==> src/rtl/axi_ad9361_tx_upack_if.sv <==
// DMA-side word handshake of the tx unpacker: one 64-bit word of four 16-bit samples.
interface axi_ad9361_tx_upack_if;
  logic        dma_valid;
  logic [63:0] dma_data;
  logic        dma_ready;

  modport master (output dma_valid, output dma_data, input dma_ready);
  modport slave  (input dma_valid, input dma_data, output dma_ready);
endinterface

==> src/rtl/axi_ad9361_tx_upack.sv <==
// Unpacks 64-bit DMA words into per-channel 16-bit samples, spread over the
// enabled channels (1, 2 or 4) at one slot per dac_valid strobe.
module axi_ad9361_tx_upack #(
  parameter bit UNDERFLOW_HOLD = 1'b0
) (
  input  logic                         dac_clk,
  input  logic                         dac_rstn,
  axi_ad9361_tx_upack_if.slave         dma,
  input  logic                         dac_valid,
  input  logic                         dac_enable_i0,
  input  logic                         dac_enable_q0,
  input  logic                         dac_enable_i1,
  input  logic                         dac_enable_q1,
  output logic [15:0]                  dac_data_i0,
  output logic [15:0]                  dac_data_q0,
  output logic [15:0]                  dac_data_i1,
  output logic [15:0]                  dac_data_q1,
  output logic                         dac_dunf,
  output logic                         dac_cfg_err
);

  logic [63:0]      word;
  logic             word_valid;
  logic [1:0]       slot;
  logic [3:0]       en_in;
  logic [3:0]       en_q;
  logic [2:0]       n;
  logic             config_ok;
  logic             flush;
  logic             last_slot;
  logic             xfer;
  logic [3:0][15:0] slot_data;
  logic [3:0][15:0] data_q;

  assign en_in = {dac_enable_q1, dac_enable_i1, dac_enable_q0, dac_enable_i0};

  always_comb begin
    n = 3'(en_q[0]) + 3'(en_q[1]) + 3'(en_q[2]) + 3'(en_q[3]);
    config_ok = (n == 3'd1) || (n == 3'd2) || (n == 3'd4);
    case (n)
      3'd1:    last_slot = (slot == 2'd3);
      3'd2:    last_slot = (slot == 2'd1);
      default: last_slot = 1'b1;
    endcase
  end

  // A pending enable change flushes at this edge, so it also blocks the transfer.
  assign flush         = (en_in != en_q);
  assign dma.dma_ready = (!word_valid | (dac_valid & last_slot)) & config_ok & !flush;
  assign xfer          = dma.dma_valid & dma.dma_ready;

  // Slot k starts at sample k*n; enabled channels take consecutive samples.
  always_comb begin
    logic [1:0] idx;
    case (n)
      3'd1:    idx = slot;
      3'd2:    idx = {slot[0], 1'b0};
      default: idx = 2'd0;
    endcase
    slot_data = '0;
    for (int unsigned c = 0; c < 4; c++) begin
      if (en_q[c]) begin
        slot_data[c] = word[{idx, 4'b0000} +: 16];
        idx = idx + 2'd1;
      end
    end
  end

  always_ff @(posedge dac_clk or negedge dac_rstn) begin
    if (!dac_rstn) begin
      word        <= '0;
      word_valid  <= 1'b0;
      slot        <= '0;
      en_q        <= '0;
      data_q      <= '0;
      dac_dunf    <= 1'b0;
      dac_cfg_err <= 1'b0;
    end else begin
      en_q        <= en_in;
      dac_cfg_err <= (n == 3'd3);
      dac_dunf    <= 1'b0;
      if (flush) begin
        word_valid <= 1'b0;
        slot       <= '0;
        data_q     <= '0;
      end else if (!config_ok) begin
        data_q <= '0;
      end else begin
        if (dac_valid) begin
          if (word_valid) begin
            data_q <= slot_data;
            if (last_slot) begin
              word_valid <= 1'b0;
            end else begin
              slot <= slot + 2'd1;
            end
          end else begin
            dac_dunf <= 1'b1;
            if (!UNDERFLOW_HOLD) begin
              data_q <= '0;
            end
          end
        end
        // A refill overrides the clear above; on underflow the word is only loaded.
        if (xfer) begin
          word       <= dma.dma_data;
          word_valid <= 1'b1;
          slot       <= '0;
        end
      end
    end
  end

  assign dac_data_i0 = data_q[0];
  assign dac_data_q0 = data_q[1];
  assign dac_data_i1 = data_q[2];
  assign dac_data_q1 = data_q[3];

endmodule

==> src/flat_wrapper.sv <==
// flat-port wrapper written by rule: the top's interface ports become plain ports
module axi_ad9361_tx_upack_flat 
#(
  parameter bit UNDERFLOW_HOLD = 1'b0
)
  (dac_clk, dac_rstn, dac_valid, dac_enable_i0, dac_enable_q0, dac_enable_i1, dac_enable_q1, dac_data_i0, dac_data_q0, dac_data_i1, dac_data_q1, dac_dunf, dac_cfg_err, dma_dma_valid, dma_dma_data, dma_dma_ready);
  axi_ad9361_tx_upack_if dma_i ();
  input  logic dac_clk;
  input  logic dac_rstn;
  input  logic dac_valid;
  input  logic dac_enable_i0;
  input  logic dac_enable_q0;
  input  logic dac_enable_i1;
  input  logic dac_enable_q1;
  output logic [15:0] dac_data_i0;
  output logic [15:0] dac_data_q0;
  output logic [15:0] dac_data_i1;
  output logic [15:0] dac_data_q1;
  output logic dac_dunf;
  output logic dac_cfg_err;
  input wire logic [$bits(dma_i.dma_valid)-1:0] dma_dma_valid;
  input wire logic [$bits(dma_i.dma_data)-1:0] dma_dma_data;
  output wire logic [$bits(dma_i.dma_ready)-1:0] dma_dma_ready;
  assign dma_i.dma_valid = dma_dma_valid;
  assign dma_i.dma_data = dma_dma_data;
  assign dma_dma_ready = dma_i.dma_ready;
  axi_ad9361_tx_upack #(.UNDERFLOW_HOLD(UNDERFLOW_HOLD)) u_core (.dac_clk(dac_clk), .dac_rstn(dac_rstn), .dma(dma_i), .dac_valid(dac_valid), .dac_enable_i0(dac_enable_i0), .dac_enable_q0(dac_enable_q0), .dac_enable_i1(dac_enable_i1), .dac_enable_q1(dac_enable_q1), .dac_data_i0(dac_data_i0), .dac_data_q0(dac_data_q0), .dac_data_i1(dac_data_i1), .dac_data_q1(dac_data_q1), .dac_dunf(dac_dunf), .dac_cfg_err(dac_cfg_err));
endmodule
==> config.mk <==
export PLATFORM = sky130hd
export DESIGN_NAME = axi_ad9361_tx_upack_flat
export DESIGN_NICKNAME = d
export VERILOG_FILES = /design/src/rtl/axi_ad9361_tx_upack_if.sv /design/src/rtl/axi_ad9361_tx_upack.sv /design/src/flat_wrapper.sv
export SDC_FILE = /design/constraint.sdc
export NUM_CORES = 1
export LEC_CHECK = 0
export ABC_AREA = 0
export BUFFER_PORTS_ARGS = -buffer_cell sky130_fd_sc_hd__buf_2
export CORE_ASPECT_RATIO = 2
export CORE_MARGIN = 5
export CORE_UTILIZATION = 35
export CTS_CLUSTER_DIAMETER = 120
export DETAILED_ROUTE_END_ITERATION = 16
export SYNTH_ARGS = -nofsm -noshare
export SYNTH_HDL_FRONTEND = slang
export SYNTH_SLANG_ARGS = --single-unit
==> constraint.sdc <==
create_clock -name dac_clk -period 10.1 [get_ports dac_clk]
set_input_delay 1.01 -clock dac_clk [delete_from_list [all_inputs] [get_ports dac_clk]]
set_output_delay 1.01 -clock dac_clk [all_outputs]
set_load 0.05 [all_outputs]
## Word level (Yosys, flattened, before mapping)

Cells that the tools add are included.

| storage, ports and cells | value |
|---|---|
| input port bits | 72 |
| register bits after elaboration | 137 |
| logic and storage cells | 75 |
| bits in latches | 0 |
| memory bits (writable) | 0 |
| memories kept | 0 |
| memory bits (read-only) | 0 |
| output and inout port bits | 67 |

| operators by class | value |
|---|---|
| reduce and logical (&&, ||, !) cells | 10 |
| div/mod/pow operators | 0 |
| add/sub/neg operators | 7 |
| $mul | 0 |
| muxes and demuxes | 29 |
| bitwise logic cells | 6 |
| $lt $le $gt $ge | 0 |
| shift-type cells | 4 |
| eq/ne operators | 9 |

Operators with widths:

| kind | count |
|---|---|
| 64-bit 2-to-1 mux | 4 |
| 64-bit by 7-bit indexed part select with 16-bit output | 4 |
| 16-bit 2-to-1 mux | 4 |
| 2-bit 2-to-1 mux | 9 |
| 1-bit 2-to-1 mux | 10 |
| 2-bit by 1-bit adder with 2-bit output, second input constant | 4 |
| 3-bit by 1-bit adder with 3-bit output | 2 |
| 3-bit by 2-bit equality test with 1-bit output, second input constant | 2 |
| 3-bit nonzero test | 2 |
| 1-bit bitwise AND | 4 |
| 4-bit inequality test | 1 |
| 2-bit one-hot mux with 2 select lines | 1 |
| 4-bit AND reduction | 1 |
| 3-bit by 1-bit equality test with 1-bit output, second input constant | 1 |
| 3-bit equality test, second input constant | 1 |
| 3-bit by 2-bit inequality test with 1-bit output, second input constant | 1 |
| 3-bit inequality test, second input constant | 1 |
| 3-bit AND reduction | 1 |
| 1-bit by 1-bit adder with 2-bit output | 1 |
| 2-bit by 1-bit equality test with 1-bit output, second input constant | 1 |
| 2-bit equality test, second input constant | 1 |
| 1-bit logical NOT | 2 |
| 1-bit logical OR | 2 |
| 1-bit one-hot mux with 2 select lines | 1 |
| 4 further kinds | 4 |

## Logic depth before layout (Yosys ltp)

| logic depth | value |
|---|---|
| depth after elaboration | 17 |
| depth in mapped cells | 14 |
| depth with buffers taken out | 10 |

## Least setup slack after synthesis

No wires, ideal clock.

| timing path | value |
|---|---|
| kind | register -> output |
| from | reg u_core.en_q[0] |
| to | out dma_dma_ready |
| stages on the path, launching flop included | 11 |
| arrival time | 2.626 ns |
| required time | 9.090 ns |
| path buffers | 1 |
| slack | 6.464 ns |
| cell sequence | dfrtp_1 > ha_1 > inv_1 > fa_1 > inv_1 > ha_1 > buf_2 > xor2_1 > o21ai_1 > nand3b_1 > a21oi_1 |

| between the ends | value |
|---|---|
| longest elaborated chain between the ends | 9 |
| elaborated cells on any way between the ends | 15 |
| classes of those cells | 3 x add/sub; 4 x eq/ne; 1 x mux; 4 x bitwise; 3 x reduce/logical |

Ends and longest elaborated chain:

| what | line | RTL |
|---|---|---|
| start: declaration | axi_ad9361_tx_upack.sv:26 | `logic [3:0] en_q;` |
| start signal: assignment | axi_ad9361_tx_upack.sv:79 | `en_q <= en_in;` |
| 1-bit by 1-bit adder with 2-bit output | axi_ad9361_tx_upack.sv:38 | `n = 3'(en_q[0]) + 3'(en_q[1]) + 3'(en_q[2]) + 3'(en_q[3]);` |
| 3-bit by 1-bit adder with 3-bit output (2 in series) | axi_ad9361_tx_upack.sv:38 |  |
| 3-bit by 2-bit equality test with 1-bit output / 3-bit by 1-bit equality test with 1-bit output (equally long branches) | axi_ad9361_tx_upack.sv:39, axi_ad9361_tx_upack.sv:40 |  |
| 1-bit one-hot mux with 2 select lines | axi_ad9361_tx_upack.sv:40 | `case (n)` |
| 1-bit bitwise AND | axi_ad9361_tx_upack.sv:49 | `assign dma.dma_ready = (!word_valid \| (dac_valid & last_slot)) & config_ok & !flush;` |
| 1-bit bitwise OR | axi_ad9361_tx_upack.sv:49 |  |
| 1-bit bitwise AND | axi_ad9361_tx_upack.sv:49 |  |
| 1-bit bitwise AND (*) | axi_ad9361_tx_upack.sv:49 |  |
| end: declaration | flat_wrapper.sv:23 | `output wire logic [$bits(dma_i.dma_ready)-1:0] dma_dma_ready;` |

Every way passes the cells marked *; elsewhere a longest branch is shown, timed or not.

## Worst setup path in the final report

| timing path | value |
|---|---|
| from | reg u_core.en_q[1] |
| to | reg u_core.data_q, in the netlist u_core.dac_data_i1[11] |

| between the ends | value |
|---|---|
| longest elaborated chain between the ends | 15 |
| elaborated cells on any way between the ends | 21 |
| classes of those cells | 5 x add/sub; 5 x eq/ne; 1 x shift; 8 x mux; 2 x reduce/logical |

Ends and longest elaborated chain:

| what | line | RTL |
|---|---|---|
| 1-bit by 1-bit adder with 2-bit output | axi_ad9361_tx_upack.sv:38 |  |
| 3-bit by 1-bit adder with 3-bit output (2 in series) | axi_ad9361_tx_upack.sv:38 |  |
| 3-bit by 2-bit equality test with 1-bit output / 3-bit by 1-bit equality test with 1-bit output (equally long branches) | axi_ad9361_tx_upack.sv:39, axi_ad9361_tx_upack.sv:55 |  |
| 2-bit one-hot mux with 2 select lines | axi_ad9361_tx_upack.sv:55 | `case (n)` |
| 2-bit by 1-bit adder with 2-bit output | axi_ad9361_tx_upack.sv:64 | `idx = idx + 2'd1;` |
| 2-bit 2-to-1 mux | axi_ad9361_tx_upack.sv:62 | `if (en_q[c]) begin` |
| 2-bit by 1-bit adder with 2-bit output | axi_ad9361_tx_upack.sv:64 |  |
| 2-bit 2-to-1 mux | axi_ad9361_tx_upack.sv:62 |  |
| 64-bit by 7-bit indexed part select with 16-bit output | axi_ad9361_tx_upack.sv:63 | `slot_data[c] = word[{idx, 4'b0000} +: 16];` |
| 16-bit 2-to-1 mux | axi_ad9361_tx_upack.sv:62 |  |
| 64-bit 2-to-1 mux | axi_ad9361_tx_upack.sv:90 | `if (word_valid) begin` |
| 64-bit 2-to-1 mux | axi_ad9361_tx_upack.sv:89 | `if (dac_valid) begin` |
| 64-bit 2-to-1 mux | axi_ad9361_tx_upack.sv:86 | `end else if (!config_ok) begin` |
| 64-bit 2-to-1 mux | axi_ad9361_tx_upack.sv:82 | `if (flush) begin` |
| end signal: assignment | axi_ad9361_tx_upack.sv:91 | `data_q <= slot_data;` |
| end: declaration | axi_ad9361_tx_upack.sv:33 | `logic [3:0][15:0] data_q;` |

Parallel ways exist; a longest one is shown, timed or not. The select of a mux whose other input is x is not followed.
A chain may end at the register's enable or synchronous reset.

==> results.json <==
{
  "routedWlPerCell_um": 23.09,
  "cts_sinks": 137,
  "syn-cell-area_um2": 7137,
  "initial_core_util": 0.3520,
  "finalPower_mw": 1.839,
  "grt.overflow.total": 0,
  "synth_edf_count": 0,
  "die_area_um2": 23520,
  "vias": 5062,
  "finalSetupViolCount": 0,
  "timing_hold_violations_final": 0,
  "clkTransAtPathRegs_ps": 60,
  "min_path_type": "flop to flop",
  "drt-total-wl_mm": 20.51,
  "clock_skew_ps": 8.352,
  "ios": 139,
  "critical_path.max_fanout": 21,
  "route.detailed.drc": 0,
  "clock_latency_ps": 430,
  "port_buffers": 138,
  "cts_tree": "done",
  "viasPerCell": 5.700,
  "grt_usage": 0.1780,
  "synth.avg_cell_area_um2": 14.72,
  "rsz0062_at_grt": "false",
  "dp.cells": 858,
  "required_ps": 10420,
  "clockBufferDepth": 2,
  "postCtsHoldBufs": 0,
  "finalHoldWorstSlack_ps": 499.9,
  "r2r_cells": 10,
  "synth_cell_types": 51,
  "p_leak_nw": 4.045,
  "synth_warnings": 0,
  "synth_async_sr_flop_share": 1.000,
  "dp.final_hpwl_mm": 14.14,
  "antenna_found_initial": 0,
  "grt_start_max_net_pins": 78,
  "min_period_ps": 4657,
  "grt_pass1_wl_mm": 31.91,
  "fillCellCount": 1860,
  "die_w_um": 111.0,
  "cts-resized-gates": 0,
  "drt_iter0_markers": 297,
  "core_area_um2": 20280,
  "holdPathStages": 1,
  "maxCapViolCount": 0,
  "tightest_slew_ps": 1095,
  "status": "finished clean",
  "end_kind": "flop",
  "synth_ff_type": "dfrtp_1",
  "arrival_ps": 4970,
  "drt_pass1_iterations": 5,
  "finalSetupTns_ps": 0,
  "cts_buffers": 17,
  "final_cell_count_no_fill": 888,
  "ant_nets": 0,
  "rows": 74,
  "drive_gt1_frac": 0.4807,
  "finalMaxSlewViolations": 0,
  "start_kind": "flop",
  "worst_slack_ps": 5443,
  "yosysSeqAreaShare": 0.4804,
  "die_h_um": 211.9,
  "max_freq_mhz": 214.7,
  "peakVddDrop_uv": 100.0,
  "cts_root_buf": "clkbuf_16",
  "nNetsFinal": 686,
  "cts_setup_buffers": 0,
  "syn2layout_area_growth_pct": 20.99,
  "grt_pass1_vias": 5457,
  "n_antenna_cell": 0,
  "cellPowerDensity_nw_per_um2": 212.9,
  "pre_cts_slack_ps": 5381,
  "ys_seq_elements": 137,
  "period_share": 0.4610,
  "htreeDepth": 4,
  "syn_nets": 560,
  "slew_headroom": 0.2691,
  "path_class": "flop to flop",
  "synth_cells": 485,
  "routabilityCongestion": 0.8601
}
-- worst paths after layout --
kind / start / end / slack [ps]
setup / recovery: u_core.en_q[1]$_DFF_PN0_ / u_core.dac_data_i1[11]$_DFFE_PN0P_ / 5440
hold / removal: u_core.dac_data_q1[5]$_DFFE_PN0P_ / u_core.dac_data_q1[5]$_DFFE_PN0P_ / 500
setup reg to reg: u_core.en_q[1]$_DFF_PN0_ / u_core.dac_data_i1[11]$_DFFE_PN0P_ / 5440
hold reg to reg: u_core.dac_data_q1[5]$_DFFE_PN0P_ / u_core.dac_data_q1[5]$_DFFE_PN0P_ / 500
max in group asynchronous: dac_rstn / u_core.dac_data_i0[9]$_DFFE_PN0P_ / 8110
min in group asynchronous: dac_rstn / u_core.word[1]$_DFFE_PN0P_ / 550
-- power breakdown --
group	total [mW]	leakage, nW	internal (mW)	switching [mW]
clock	0.656	0.299	0.430	0.227
sequential	0.802	1.84	0.655	0.147
combinational	0.380	1.91	0.248	0.132
total	1.84	4.05	1.33	0.506
-- state kept, by name, indices dropped and copies added (netlist names) --
name                count
u_core.word            64
u_core.dac_data_i0     16
u_core.dac_data_i1     16
u_core.dac_data_q0     16
u_core.dac_data_q1     16
u_core.en_q             4
u_core.slot             2
u_core.dac_cfg_err      1
u_core.dac_dunf         1
u_core.word_valid       1
-- cell type report --
| cell class | count | area, um^2 | area share |
|---|---|---|---|
| clock inverters | 7 | 141.4 | 0.01637 |
| flip-flops and latches | 137 | 3428 | 0.3970 |
| well taps | 266 | 332.8 | 0.03855 |
| inverters | 8 | 30.03 | 0.003478 |
| multi-input cells | 303 | 3482 | 0.4033 |
| clock buffers | 23 | 478.0 | 0.05535 |
| repair buffers | 144 | 742.0 | 0.08593 |
-- cells by family after synthesis --
group	Yosys count	share of synthesized area
AO/OA/AOI/OAI	98	0.1150
XOR/XNOR	10	0.02069
multiplexers	144	0.3000
buffers and inverters	45	0.03629
AND/OR/NAND/NOR	47	0.03980
adder cells (fa/ha/maj)	4	0.007889
flip-flops	137	0.4804
-- metrics by stage --
stage / instance area (um^2) / utilization
2_1_floorplan: 7137 / -
3_3_place_gp: 8015 / 0.3953
3_5_place_dp: 8015 / 0.3953
4_1_cts: 8635 / 0.4258
5_1_grt: 8635 / 0.4258
6_report: 8635 / 0.4258
-- cell usage in the layout, fill, tap and decap left out, drive strengths merged, types with 2 or more instances in the layout --
| cell | count |
|---|---|
| inv | 8 |
| xnor2 | 7 |
| mux2i | 32 |
| mux2 | 64 |
| clkinv | 2 |
| nand2 | 5 |
| nand3 | 18 |
| a211oi | 2 |
| a32o | 16 |
| nor3b | 2 |
| nand4 | 2 |
| o211ai | 2 |
| or2 | 2 |
| mux4 | 48 |
| nor2 | 7 |
| dfrtp | 137 |
| nand3b | 2 |
| clkbuf | 23 |
| o21ai | 18 |
| xor2 | 2 |
| a21oi | 6 |
| buf | 144 |
| a22o | 48 |
| a21bo | 2 |
| ha | 2 |
| bufinv | 4 |
-- layer usage --
metal,GRT usage,part of all wire
met5,0,0
met4,0.08801,0.041
met3,0.04319,0.055
met2,0.3167,0.54
met1,0.1980,0.37
-- synth_stat cells, drive strengths merged, types with 6 or more instances --
cell type / n / area, um^2
a21oi: 6 / 41.29
a22o: 48 / 420.4
a32o: 16 / 160.2
buf: 27 / 191.4
clkbuf: 10 / 37.54
dfrtp: 137 / 3428
inv: 8 / 30.03
mux2: 64 / 720.7
mux2i: 32 / 320.3
mux4: 48 / 1100
nand3: 18 / 90.09
nor2: 7 / 28.78
o21ai: 18 / 90.08
xnor2: 7 / 87.59
-- critical path, stage by stage, from the launching register on --
cell	delay [ps]
dfrtp_1	540
ha_1	350
inv_1	50
fa_1	360
inv_1	70
ha_1	320
or3b_1	460
a21oi_4	800
xor2_4	780
mux4_2	610
a22o_1	210
Power figures use the tool's default switching activity.
